File: config.mk
export PLATFORM = sky130hd
export DESIGN_NAME = dmem_lsu
export DESIGN_NICKNAME = d
export VERILOG_FILES = /design/src/rtl/lsu_pkg.sv /design/src/rtl/dmem_lsu_align.sv /design/src/rtl/dmem_lsu.sv
export SDC_FILE = /design/constraint.sdc
export NUM_CORES = 1
export LEC_CHECK = 0
export BUFFER_PORTS_ARGS = -buffer_cell sky130_fd_sc_hd__buf_2
export CAP_MARGIN = 15
export CELL_PAD_IN_SITES_DETAIL_PLACEMENT = 1
export CELL_PAD_IN_SITES_GLOBAL_PLACEMENT = 1
export CORE_MARGIN = 2
export CORE_UTILIZATION = 36
export DETAILED_ROUTE_END_ITERATION = 10
export GPL_TIMING_DRIVEN = 0
export HOLD_SLACK_MARGIN = 0.1
export PLACE_DENSITY_LB_ADDON = 0.1
export SLEW_MARGIN = 20
export SYNTH_ARGS = -nofsm -noshare
export SYNTH_HDL_FRONTEND = slang
export SYNTH_SLANG_ARGS = --single-unit
File: constraint.sdc
create_clock -name clk -period 2 [get_ports clk]
set_input_delay 0.3 -clock clk [delete_from_list [all_inputs] [get_ports clk]]
set_output_delay 0.3 -clock clk [all_outputs]
set_load 0.05 [all_outputs]
File: src/rtl/lsu_pkg.sv
// Shared types and helpers for the data-memory load/store unit.
package lsu_pkg;

  localparam int unsigned XLEN    = 32;
  localparam int unsigned WADDR_W = 30;
  localparam int unsigned F3_W    = 3;

  localparam logic [F3_W-1:0] LB  = 3'b000;
  localparam logic [F3_W-1:0] LH  = 3'b001;
  localparam logic [F3_W-1:0] LW  = 3'b010;
  localparam logic [F3_W-1:0] LBU = 3'b100;
  localparam logic [F3_W-1:0] LHU = 3'b101;
  localparam logic [F3_W-1:0] SB  = 3'b000;
  localparam logic [F3_W-1:0] SH  = 3'b001;
  localparam logic [F3_W-1:0] SW  = 3'b010;

  typedef enum logic [1:0] {IDLE, EXEC, WRITE, RESP} lsu_state_t;

  // Request fields kept for the operation in flight.
  typedef struct packed {
    logic            we;
    logic [F3_W-1:0] funct3;
    logic [1:0]      addr_lo;
    logic [XLEN-1:0] wdata;
  } lsu_req_t;

  // Halfwords need even addresses, words need 4-byte alignment.
  function automatic logic misaligned(input logic [F3_W-1:0] funct3, input logic [1:0] addr_lo);
    logic m;
    m = 1'b0;
    case (funct3[1:0])
      2'b01:   m = addr_lo[0];
      2'b10:   m = (addr_lo != 2'b00);
      default: m = 1'b0;
    endcase
    return m;
  endfunction

endpackage

File: src/rtl/dmem_lsu_align.sv
// Lane extract/extend for loads and lane merge for sub-word stores.
module lsu_align
  import lsu_pkg::*;
(
  input  logic [XLEN-1:0] word,
  input  logic [XLEN-1:0] wdata,
  input  logic [1:0]      addr_lo,
  input  logic [F3_W-1:0] funct3,
  output logic [XLEN-1:0] load_data_c,
  output logic [XLEN-1:0] merged_c
);

  logic [4:0]      sh;
  logic [XLEN-1:0] shifted;

  assign sh      = {addr_lo, 3'b000};
  assign shifted = word >> sh;

  always_comb begin
    load_data_c = '0;
    case (funct3)
      LB:      load_data_c = {{24{shifted[7]}}, shifted[7:0]};
      LH:      load_data_c = {{16{shifted[15]}}, shifted[15:0]};
      LW:      load_data_c = word;
      LBU:     load_data_c = {24'h0, shifted[7:0]};
      LHU:     load_data_c = {16'h0, shifted[15:0]};
      default: load_data_c = '0;
    endcase
  end

  // Replace only the addressed lanes of the old word.
  always_comb begin
    merged_c = word;
    case (funct3)
      SB:      merged_c = (word & ~(32'h0000_00FF << sh)) | ({24'h0, wdata[7:0]} << sh);
      SH:      merged_c = (word & ~(32'h0000_FFFF << sh)) | ({16'h0, wdata[15:0]} << sh);
      default: merged_c = wdata;
    endcase
  end

endmodule

File: src/rtl/dmem_lsu.sv
// Load/store sequencer between the MEM stage and a word-write-only data memory.
module dmem_lsu
  import lsu_pkg::*;
#(
  parameter int unsigned DEPTH_WORDS = 256
) (
  input  logic                clk,
  input  logic                rst_n,
  input  logic                req_valid,
  output logic                req_ready,
  input  logic                req_we,
  input  logic [F3_W-1:0]     req_funct3,
  input  logic [XLEN-1:0]     req_addr,
  input  logic [XLEN-1:0]     req_wdata,
  output logic                resp_valid,
  output logic [XLEN-1:0]     resp_rdata,
  output logic                resp_fault,
  output logic [WADDR_W-1:0]  mem_addr,
  output logic                mem_we,
  output logic [XLEN-1:0]     mem_wd,
  input  logic [XLEN-1:0]     mem_rd
);

  lsu_state_t         state, state_d;
  lsu_req_t           req_q, req_d;
  logic               req_ready_d, resp_valid_d, resp_fault_d, mem_we_d;
  logic [XLEN-1:0]    resp_rdata_d, mem_wd_d;
  logic [WADDR_W-1:0] mem_addr_d;
  logic [XLEN-1:0]    load_data_c, merged_c;
  logic               f3_legal_c, out_of_range_c, fault_c;

  lsu_align u_align (
    .word        (mem_rd),
    .wdata       (req_q.wdata),
    .addr_lo     (req_q.addr_lo),
    .funct3      (req_q.funct3),
    .load_data_c (load_data_c),
    .merged_c    (merged_c)
  );

  // Request legality, evaluated on the live inputs at accept.
  always_comb begin
    f3_legal_c = 1'b0;
    if (req_we) f3_legal_c = (req_funct3 inside {SB, SH, SW});
    else        f3_legal_c = (req_funct3 inside {LB, LH, LW, LBU, LHU});
    out_of_range_c = ({2'b00, req_addr[31:2]} >= 32'(DEPTH_WORDS));
    fault_c = !f3_legal_c || misaligned(req_funct3, req_addr[1:0]) || out_of_range_c;
  end

  always_comb begin
    state_d      = state;
    req_d        = req_q;
    resp_valid_d = 1'b0;
    resp_fault_d = resp_fault;
    resp_rdata_d = resp_rdata;
    mem_we_d     = 1'b0;
    mem_addr_d   = mem_addr;
    mem_wd_d     = mem_wd;
    case (state)
      IDLE: begin
        if (req_valid) begin
          req_d = '{we: req_we, funct3: req_funct3, addr_lo: req_addr[1:0], wdata: req_wdata};
          if (fault_c) begin
            state_d      = RESP;
            resp_valid_d = 1'b1;
            resp_fault_d = 1'b1;
            resp_rdata_d = '0;
          end else begin
            state_d    = EXEC;
            mem_addr_d = req_addr[31:2];
            // A full-word store needs no read, so it writes during EXEC.
            if (req_we && req_funct3 == SW) begin
              mem_we_d = 1'b1;
              mem_wd_d = req_wdata;
            end
          end
        end
      end
      EXEC: begin
        if (!req_q.we) begin
          state_d      = RESP;
          resp_valid_d = 1'b1;
          resp_fault_d = 1'b0;
          resp_rdata_d = load_data_c;
        end else if (req_q.funct3 == SW) begin
          state_d      = RESP;
          resp_valid_d = 1'b1;
          resp_fault_d = 1'b0;
          resp_rdata_d = '0;
        end else begin
          state_d  = WRITE;
          mem_we_d = 1'b1;
          mem_wd_d = merged_c;
        end
      end
      WRITE: begin
        state_d      = RESP;
        resp_valid_d = 1'b1;
        resp_fault_d = 1'b0;
        resp_rdata_d = '0;
      end
      RESP:    state_d = IDLE;
      default: state_d = IDLE;
    endcase
    req_ready_d = (state_d == IDLE);
  end

  always_ff @(posedge clk or negedge rst_n) begin
    if (!rst_n) begin
      state      <= IDLE;
      req_q      <= '0;
      req_ready  <= 1'b1;
      resp_valid <= 1'b0;
      resp_fault <= 1'b0;
      resp_rdata <= '0;
      mem_we     <= 1'b0;
      mem_addr   <= '0;
      mem_wd     <= '0;
    end else begin
      state      <= state_d;
      req_q      <= req_d;
      req_ready  <= req_ready_d;
      resp_valid <= resp_valid_d;
      resp_fault <= resp_fault_d;
      resp_rdata <= resp_rdata_d;
      mem_we     <= mem_we_d;
      mem_addr   <= mem_addr_d;
      mem_wd     <= mem_wd_d;
    end
  end

endmodule

==> results of run 1 <==
[flip-flops by register name (all words and copies together) (netlist names)]
| name | count |
|---|---|
| mem_addr | 30 |
| mem_wd | 32 |
| mem_we | 1 |
| req_q | 38 |
| req_ready | 1 |
| resp_fault | 1 |
| resp_rdata | 32 |
| resp_valid | 1 |
| state | 2 |
[routing by layer]
layer / GRT usage (%) / wire length [µm] / part of all wire [%]
met2: 40.1 / 12800 / 47
met1: 34.3 / 12500 / 46
met5: 0 / 0 / 0
met3: 4.84 / 1450 / 5.3
met4: 7.14 / 513 / 1.9
[where the power goes]
part	total (mW)	internal [mW]	switching (mW)	leakage [nW]
logic	11.4	4.24	7.14	2.70
registers	4.67	3.84	0.827	1.76
clock network	3.03	1.63	1.40	0.267
total	19.1	9.71	9.37	4.73
[stage by stage]
| stage | power [mW] | setup TNS (ns) |
|---|---|---|
| CTS | 18.4 | -0.0433 |
| global route | 20.1 | -0.886 |
| floorplan | 11.4 | -0.700 |
| global placement | 14.1 | -278.28 |
| detailed placement | 14.2 | -78.07 |
| finish | 19.1 | -0.0177 |
[how the worst max path moves through the flow]
stage | cells after the start | slack (ns) | to
2_1_floorplan | 8 | -0.05 | mem_addr[1]
3_3_place_gp | 1 | -1.48 | mem_wd[23]
3_5_place_dp | 9 | -0.82 | mem_wd[27]
4_1_cts | 6 | -0.03 | resp_rdata[10]
5_1_grt | 10 | -0.09 | mem_wd[14]
6_report | 11 | -0.01 | mem_wd[14]
[cells by family after synthesis]
| kind of cell | Yosys count | synth area share (%) |
|---|---|---|
| AO/OA/AOI/OAI | 223 | 19.9 |
| adder cells (fa/ha/maj) | 11 | 1.88 |
| buffers and inverters | 87 | 5.41 |
| flip-flops | 138 | 47.1 |
| multiplexers | 83 | 13.0 |
| AND/OR/NAND/NOR | 185 | 12.7 |
[area by class of cell]
type	instances	area (µm²)
inverters	29	115
fillers	2295	10100
clock inverters	15	131
clock buffers	17	425
multi-input cells	502	3850
plain buffers	52	394
flip-flops and latches	138	3460
repair buffers	230	1330
well taps	270	338
[repair_timing]
action,in CTS,in global routing
resized for setup,96,66
hold buffers,2,0
buffers inserted,13,11
cloned,3,0
pin swaps,11,8
hold endpoints to repair,47,0
endpoints found under the setup margin,126,70
[synth_stat cells, types with 3 or more instances]
| cell | n | area [µm²] |
|---|---|---|
| o221ai_1 | 8 | 70.1 |
| a22o_1 | 8 | 70.1 |
| o22ai_1 | 30 | 188 |
| nand2_1 | 84 | 315 |
| inv_1 | 29 | 109 |
| nand3b_1 | 8 | 60.1 |
| dfrtp_1 | 137 | 3430 |
| buf_1 | 6 | 22.5 |
| a21oi_1 | 64 | 320 |
| nor2b_1 | 7 | 43.8 |
| mux2_4 | 7 | 105 |
| mux2i_1 | 18 | 180 |
| o22ai_2 | 3 | 37.5 |
| mux2_2 | 55 | 619 |
| and2_1 | 23 | 144 |
| a221oi_1 | 22 | 193 |
| nor3b_1 | 8 | 60.1 |
| o32ai_1 | 7 | 61.3 |
| buf_2 | 5 | 25.0 |
| buf_6 | 5 | 56.3 |
| a211oi_1 | 3 | 22.5 |
| nor4_1 | 6 | 37.5 |
| a311oi_1 | 6 | 52.6 |
| ha_1 | 11 | 138 |
| buf_4 | 7 | 52.6 |
| o21ai_0 | 43 | 215 |
| a22oi_1 | 8 | 60.1 |
| nor2_1 | 30 | 113 |
| o211ai_1 | 7 | 52.6 |
| clkbuf_1 | 35 | 131 |
==> results by group, run 1 <==
Run status
  • Status: finished with violations
  • Failing checks: negative setup slack

Global route
  • Initial antenna violation count: 0
  • Number of global-route vias before repair: 6952
  • Pin count of the biggest net entering global routing: 93
  • Global route overflow: 0
  • Global-route wire length before repair: 40800 µm
  • Gr usage total: 24.9%

Setup path
  • Critical path type: input pin to flop
  • R2R Path End: mem_wd[14]
  • Worst Reg2Reg Path Length in Cells: 10
  • Startpoint Class: input pin
  • Critical path buffers and inverters: 5
  • Register-to-Register Setup Slack: -0.01 ns
  • Critical path startpoint: req_funct3[0]
  • Cell family with most CP delay: simple AND/OR/NAND/NOR gates
  • CP required: 2.31 ns
  • Worst EP arrival: 2.32 ns
  • Worst-path maximum fanout: 5
  • Setup crit end kind: flop
  • Worst path slowest cell: nor4_2
  • Max stage delay on crit path: ~0.42 ns
  • Top cell by count, worst path: buf_12
  • Crit Reg-Reg Startpoint: req_q[33]
  • Crit-path cells: buf_2 -> inv_1 -> ha_1 -> and4b_1 -> nand3_1 -> nor4_2 -> o21ai_4 -> buf_12 -> buf_12 -> buf_8 -> mux2_4

Clock tree
  • Clock sinks: 138
  • H-tree Lvls: 4
  • Worst-path clk slew: roughly 0.070 ns
  • CTS Buffer Depth: 2
  • Worst-Skew Late Latency: 0.43 ns
  • CTS buffer count: 17
  • Root buf cell: clkbuf_16
  • CTS tree: yes

Power and ir drop
  • PD cells: 1900 nW/µm²
  • Worst vdd ir: around 0.83 mV
  • Leak Pwr: 4.73 nW

Synthesis
  • Synth async-reset ratio: 100%
  • Synth Register Bits: 138
  • Number of synthesis warnings: 0
  • Number of synthesized flops with an enable pin: 0
  • Synth cell types: 56
  • Syn Inst Count: approximately 730
  • Avg Inst Size Synth: 10.1 µm²
  • Synth Flop Type: dfrtp_1
  • Sequential area share after synthesis: 47.1%
  • Syn nets: 841
  • Mapped cell area: 7330 µm²

Place
  • Number of cells after detailed placement: roughly 1200
  • Post-Place Cell Area: about 8700 µm²
  • GP Congestion: about 0.9
  • HPWL after detailed placement: 19800 µm
  • Worst slack, placed: -0.819 ns
  • Port-buffer cells: 200

STA
  • Setup Skew: 0.00873 ns
  • Fmax: 0.497 GHz
  • Max_slew headroom: 63.8%
  • Slew Viols, Final: 0
  • Slew @ Worst Pin: 0.540 ns
  • RSZ-0062 raised after global routing: yes
  • Tmin final: about 2 ns
  • Crit share post-route: 101%
  • Post-layout worst setup margin: -0.0141 ns
  • Final setup vio count: 2
  • Final Hold Fails: 0
  • WHS: 0.120 ns

Floorplan
  • Row cnt: 52
  • Die area: 21500 µm²
  • Io pins: 201
  • Die Y-Extent: 147 µm
  • Area of the core: approximately 20000 µm²
  • Starting density of the core: 36.4%
  • Die X: 147 µm

Drt
  • DR vias/cell: 5.43
  • Pre-Repair DR Iteration Count: 5
  • Post-Route WL: 27200 µm
  • Via count: 6810
  • Final ANT Viol Nets: 0
  • DRT iter0 DRCs: 345
  • Average wire per standard cell: roughly 22 µm
  • # DRC: 0

Min path
  • Hold Path Cell Cnt: 2
  • Hold WC Path Type: input pin to flop
  • WHS Endpoint: req_q[1]
  • Start point of the worst hold path: req_wdata[1]

Final layout
  • Final std cells w/o fill: 1253
  • Final Util: between 40% and 50%
  • Syn-to-layout area delta: 37.0%
  • ANT cells: 0
  • Most frequent cells in the layout: buf_2 (206), dfrtp_1 (133), nand2_1 (83)
  • Most common cell after layout, fill and taps aside: buf_2
  • Design area: 10000 µm²
  • Nets: 1084
  • Proportion of layout cells with a drive suffix above 1: between 40% and 50%

Flow run
  • Max Cap Viol: 0
Note: power is estimated with default switching activity, not from simulation.
==> run 2: changes to the inputs <==
--- a/config.mk
+++ b/config.mk
@@ -5,15 +5,16 @@
 export SDC_FILE = /design/constraint.sdc
 export NUM_CORES = 1
 export LEC_CHECK = 0
-export BUFFER_PORTS_ARGS = -buffer_cell sky130_fd_sc_hd__buf_2
 export CAP_MARGIN = 15
 export CELL_PAD_IN_SITES_DETAIL_PLACEMENT = 1
 export CELL_PAD_IN_SITES_GLOBAL_PLACEMENT = 1
 export CORE_MARGIN = 2
-export CORE_UTILIZATION = 36
+export CORE_UTILIZATION = 44
 export DETAILED_ROUTE_END_ITERATION = 10
+export DONT_BUFFER_PORTS = 1
 export GPL_TIMING_DRIVEN = 0
 export HOLD_SLACK_MARGIN = 0.1
+export MAX_ROUTING_LAYER = met4
 export PLACE_DENSITY_LB_ADDON = 0.1
 export SLEW_MARGIN = 20
 export SYNTH_ARGS = -nofsm -noshare
==> run 2 against run 1 <==
Compared with the run above: the flow finishes with violations (negative hold slack, negative setup slack); fmax shrank 3.0%; routed wire length grew 7.0%; total power grew 1.6%; combinational power is 21% lower; clock skew increased by 0.00076 ns; global-route usage is 7.7 points higher; utilization is 10 points higher; largest power group unchanged.
==> results by group, run 2 (synthesis gave the netlist of run 1 again) <==
Drt
  • Pre-Repair DR Iteration Count: 6 (was 5)
  • Final ANT Viol Nets: 0 (unchanged)
  • Via count: 6627 (was 6810)
  • # DRC: 0 (unchanged)
  • Average wire per standard cell: 27.2 µm (was 21.7 µm)
  • DRT iter0 DRCs: 526 (was 345)
  • Post-Route WL: 29100 µm (was 27200 µm)
  • DR vias/cell: 6.19 (was 5.43)

STA
  • Fmax: 0.482 GHz (was 0.497 GHz)
  • RSZ-0062 raised after global routing: yes (unchanged)
  • Setup Skew: 0.00949 ns (was 0.00873 ns)
  • Crit share post-route: 104% (was 101%)
  • WHS: -0.442 ns (was 0.120 ns)
  • Max_slew headroom: 58.5% (was 63.8%)
  • Post-layout worst setup margin: -0.0755 ns (was -0.0141 ns)
  • Final setup vio count: 19 (was 2)
  • Slew Viols, Final: 0 (unchanged)
  • Final Hold Fails: 138 (was 0)
  • Slew @ Worst Pin: 0.622 ns (was 0.540 ns)
  • Tmin final: 2.08 ns (was 2.01 ns)
  • Setup_tns: -0.550 ns (was -0.0177 ns)

Setup path
  • Worst-path maximum fanout: 8 (was 5)
  • CP required: 2.32 ns (was 2.31 ns)
  • Setup crit end kind: flop (unchanged)
  • Critical path type: flop to flop (was input pin to flop)
  • Worst EP arrival: 2.39 ns (was 2.32 ns)
  • Startpoint Class: flop (was input pin)

Final layout
  • Largest Register: req_q (unchanged)
  • Top flop regs: req_q (38), mem_wd (32), resp_rdata (32) (unchanged)
  • Proportion of layout cells with a drive suffix above 1: 30.8% (was 45.3%)
  • Reg area: 3460 µm² (about the same)
  • Nets: 952 (was 1084)
  • Final std cells w/o fill: 1071 (was 1253)
  • Max reg flops: 38 (unchanged)
  • Most common cell after layout, fill and taps aside: dfrtp_1 (was buf_2)
  • Multi-input gate area: 4050 µm² (was 3850 µm²)
  • Most frequent cells in the layout: dfrtp_1 (135), nand2_1 (83), dlygate4sd3_1 (69) (was buf_2 (206), dfrtp_1 (133), nand2_1 (83))
  • Final Util: 60.0% (was 49.9%)
  • Fill count: 1716 (was 2295)
  • ANT cells: 0 (unchanged)
  • Syn-to-layout area delta: 34.4% (was 37.0%)

Clock tree
  • H-tree Lvls: 4 (unchanged)
  • Root buf cell: clkbuf_16 (unchanged)
  • CTS tree: yes (unchanged)
  • Worst-path clk slew: 0.07 ns (about the same)
  • Clock sinks: 138 (unchanged)
  • Worst-Skew Late Latency: 0.44 ns (was 0.43 ns)
  • CTS buffer count: 17 (unchanged)
  • CTS Buffer Depth: 2 (unchanged)

Place
  • Number of cells after detailed placement: 947 (was 1198)
  • GP Congestion: 0.940 (was 0.906)
  • HPWL after detailed placement: 19300 µm (was 19800 µm)
  • Worst slack, placed: -0.777 ns (was -0.819 ns)
  • Port-buffer cells: 0 (was 200)

Power and ir drop
  • Worst vdd ir: 1.34 mV (was 0.832 mV)
  • PD cells: 1970 nW/µm² (was 1900 nW/µm²)
  • Leak Pwr: 4.18 nW (was 4.73 nW)

Min path
  • Hold WC Path Type: input pin to async pin (was input pin to flop)

Flow run
  • Max Cap Viol: 0 (unchanged)

Floorplan
  • Io pins: 201 (unchanged)
  • Row cnt: 47 (was 52)
  • Die Y-Extent: 133 µm (was 147 µm)
  • Die X: 133 µm (was 147 µm)
  • Starting density of the core: 44.7% (was 36.4%)
  • Die area: 17700 µm² (was 21500 µm²)
  • Area of the core: 16400 µm² (was 20100 µm²)

Run status
  • Failing checks: negative hold slack, negative setup slack (was negative setup slack)
  • Status: finished with violations (unchanged)

Global route
  • Global route overflow: 0 (unchanged)
  • Gr usage total: 32.6% (was 24.9%)
  • Initial antenna violation count: 1 (was 0)
  • Number of global-route vias before repair: 7126 (was 6952)
  • Global-route wire length before repair: 42200 µm (was 40800 µm)
  • Pin count of the biggest net entering global routing: 139 (was 93)
run 2: per-stage QoR:
stage,power (mW),instance area [µm²]
final,19.4,9850
after global routing,20.3,9850
after CTS,17.9,9250
after detailed placement,13.5,7610
after global placement,13.2,7610
after floorplan,11.4,7330
run 2: final timing paths:
check,start,end,slack [ns],cells after the start
worst min-delay path,rst_n,state[1],-0.44,0
worst min register to register,req_q[19],req_q[19],0.50,1
worst max register to register,req_q[33],mem_wd[14],-0.08,10
worst max-delay path,req_q[33],mem_wd[14],-0.08,10
min in group clk,mem_rd[8],resp_rdata[8],0.09,2
max in group asynchronous,rst_n,req_q[36],2.08,0
run 2: critical path: stages (launching register included):
cell and delay [ns]:
dfrtp_1 0.41, buf_6 0.15, inv_6 0.06, buf_8 0.11
ha_4 0.11, nor2b_4 0.15, buf_8 0.15, nor2_4 0.04
a221oi_2 0.30, o22ai_1 0.16, mux2_4 0.29
run 2: report_power, final:
part           switching [mW]  total (mW)  internal (mW)
Sequential               3.17        6.96           3.80
Combinational            5.06        9.06           4.00
Clock                    1.45        3.36           1.91
run 2: area by class of cell:
type                    count  area share [%]
plain buffers              51            4.02
clock buffers              17            4.32
clock inverters            15            1.94
inverters                  29            1.18
multi-input cells         503            41.1
flip-flops and latches    138            35.1
well taps                 220            2.80
repair buffers             98            9.50
run 2: what timing repair did:
item                                    CTS  global route
pin swaps                                 7            23
cloned                                    3             1
endpoints found under the hold margin   204           142
buffers inserted                          9            17
resized for setup                        90           110
hold buffers                             65             4
endpoints found under the setup margin  127            94
run 2: layer usage:
layer | share of wire [%] | routed length, µm | global-route usage, % | vias to the layer above
li1 | - | - | - | 2885
met5 | 0 | 0 | - | -
met4 | 3.2 | 931 | 13.3 | 0
met1 | 40 | 11800 | 40.2 | 3408
met2 | 50 | 14400 | 52.2 | 262
met3 | 6.7 | 1950 | 7.32 | 72
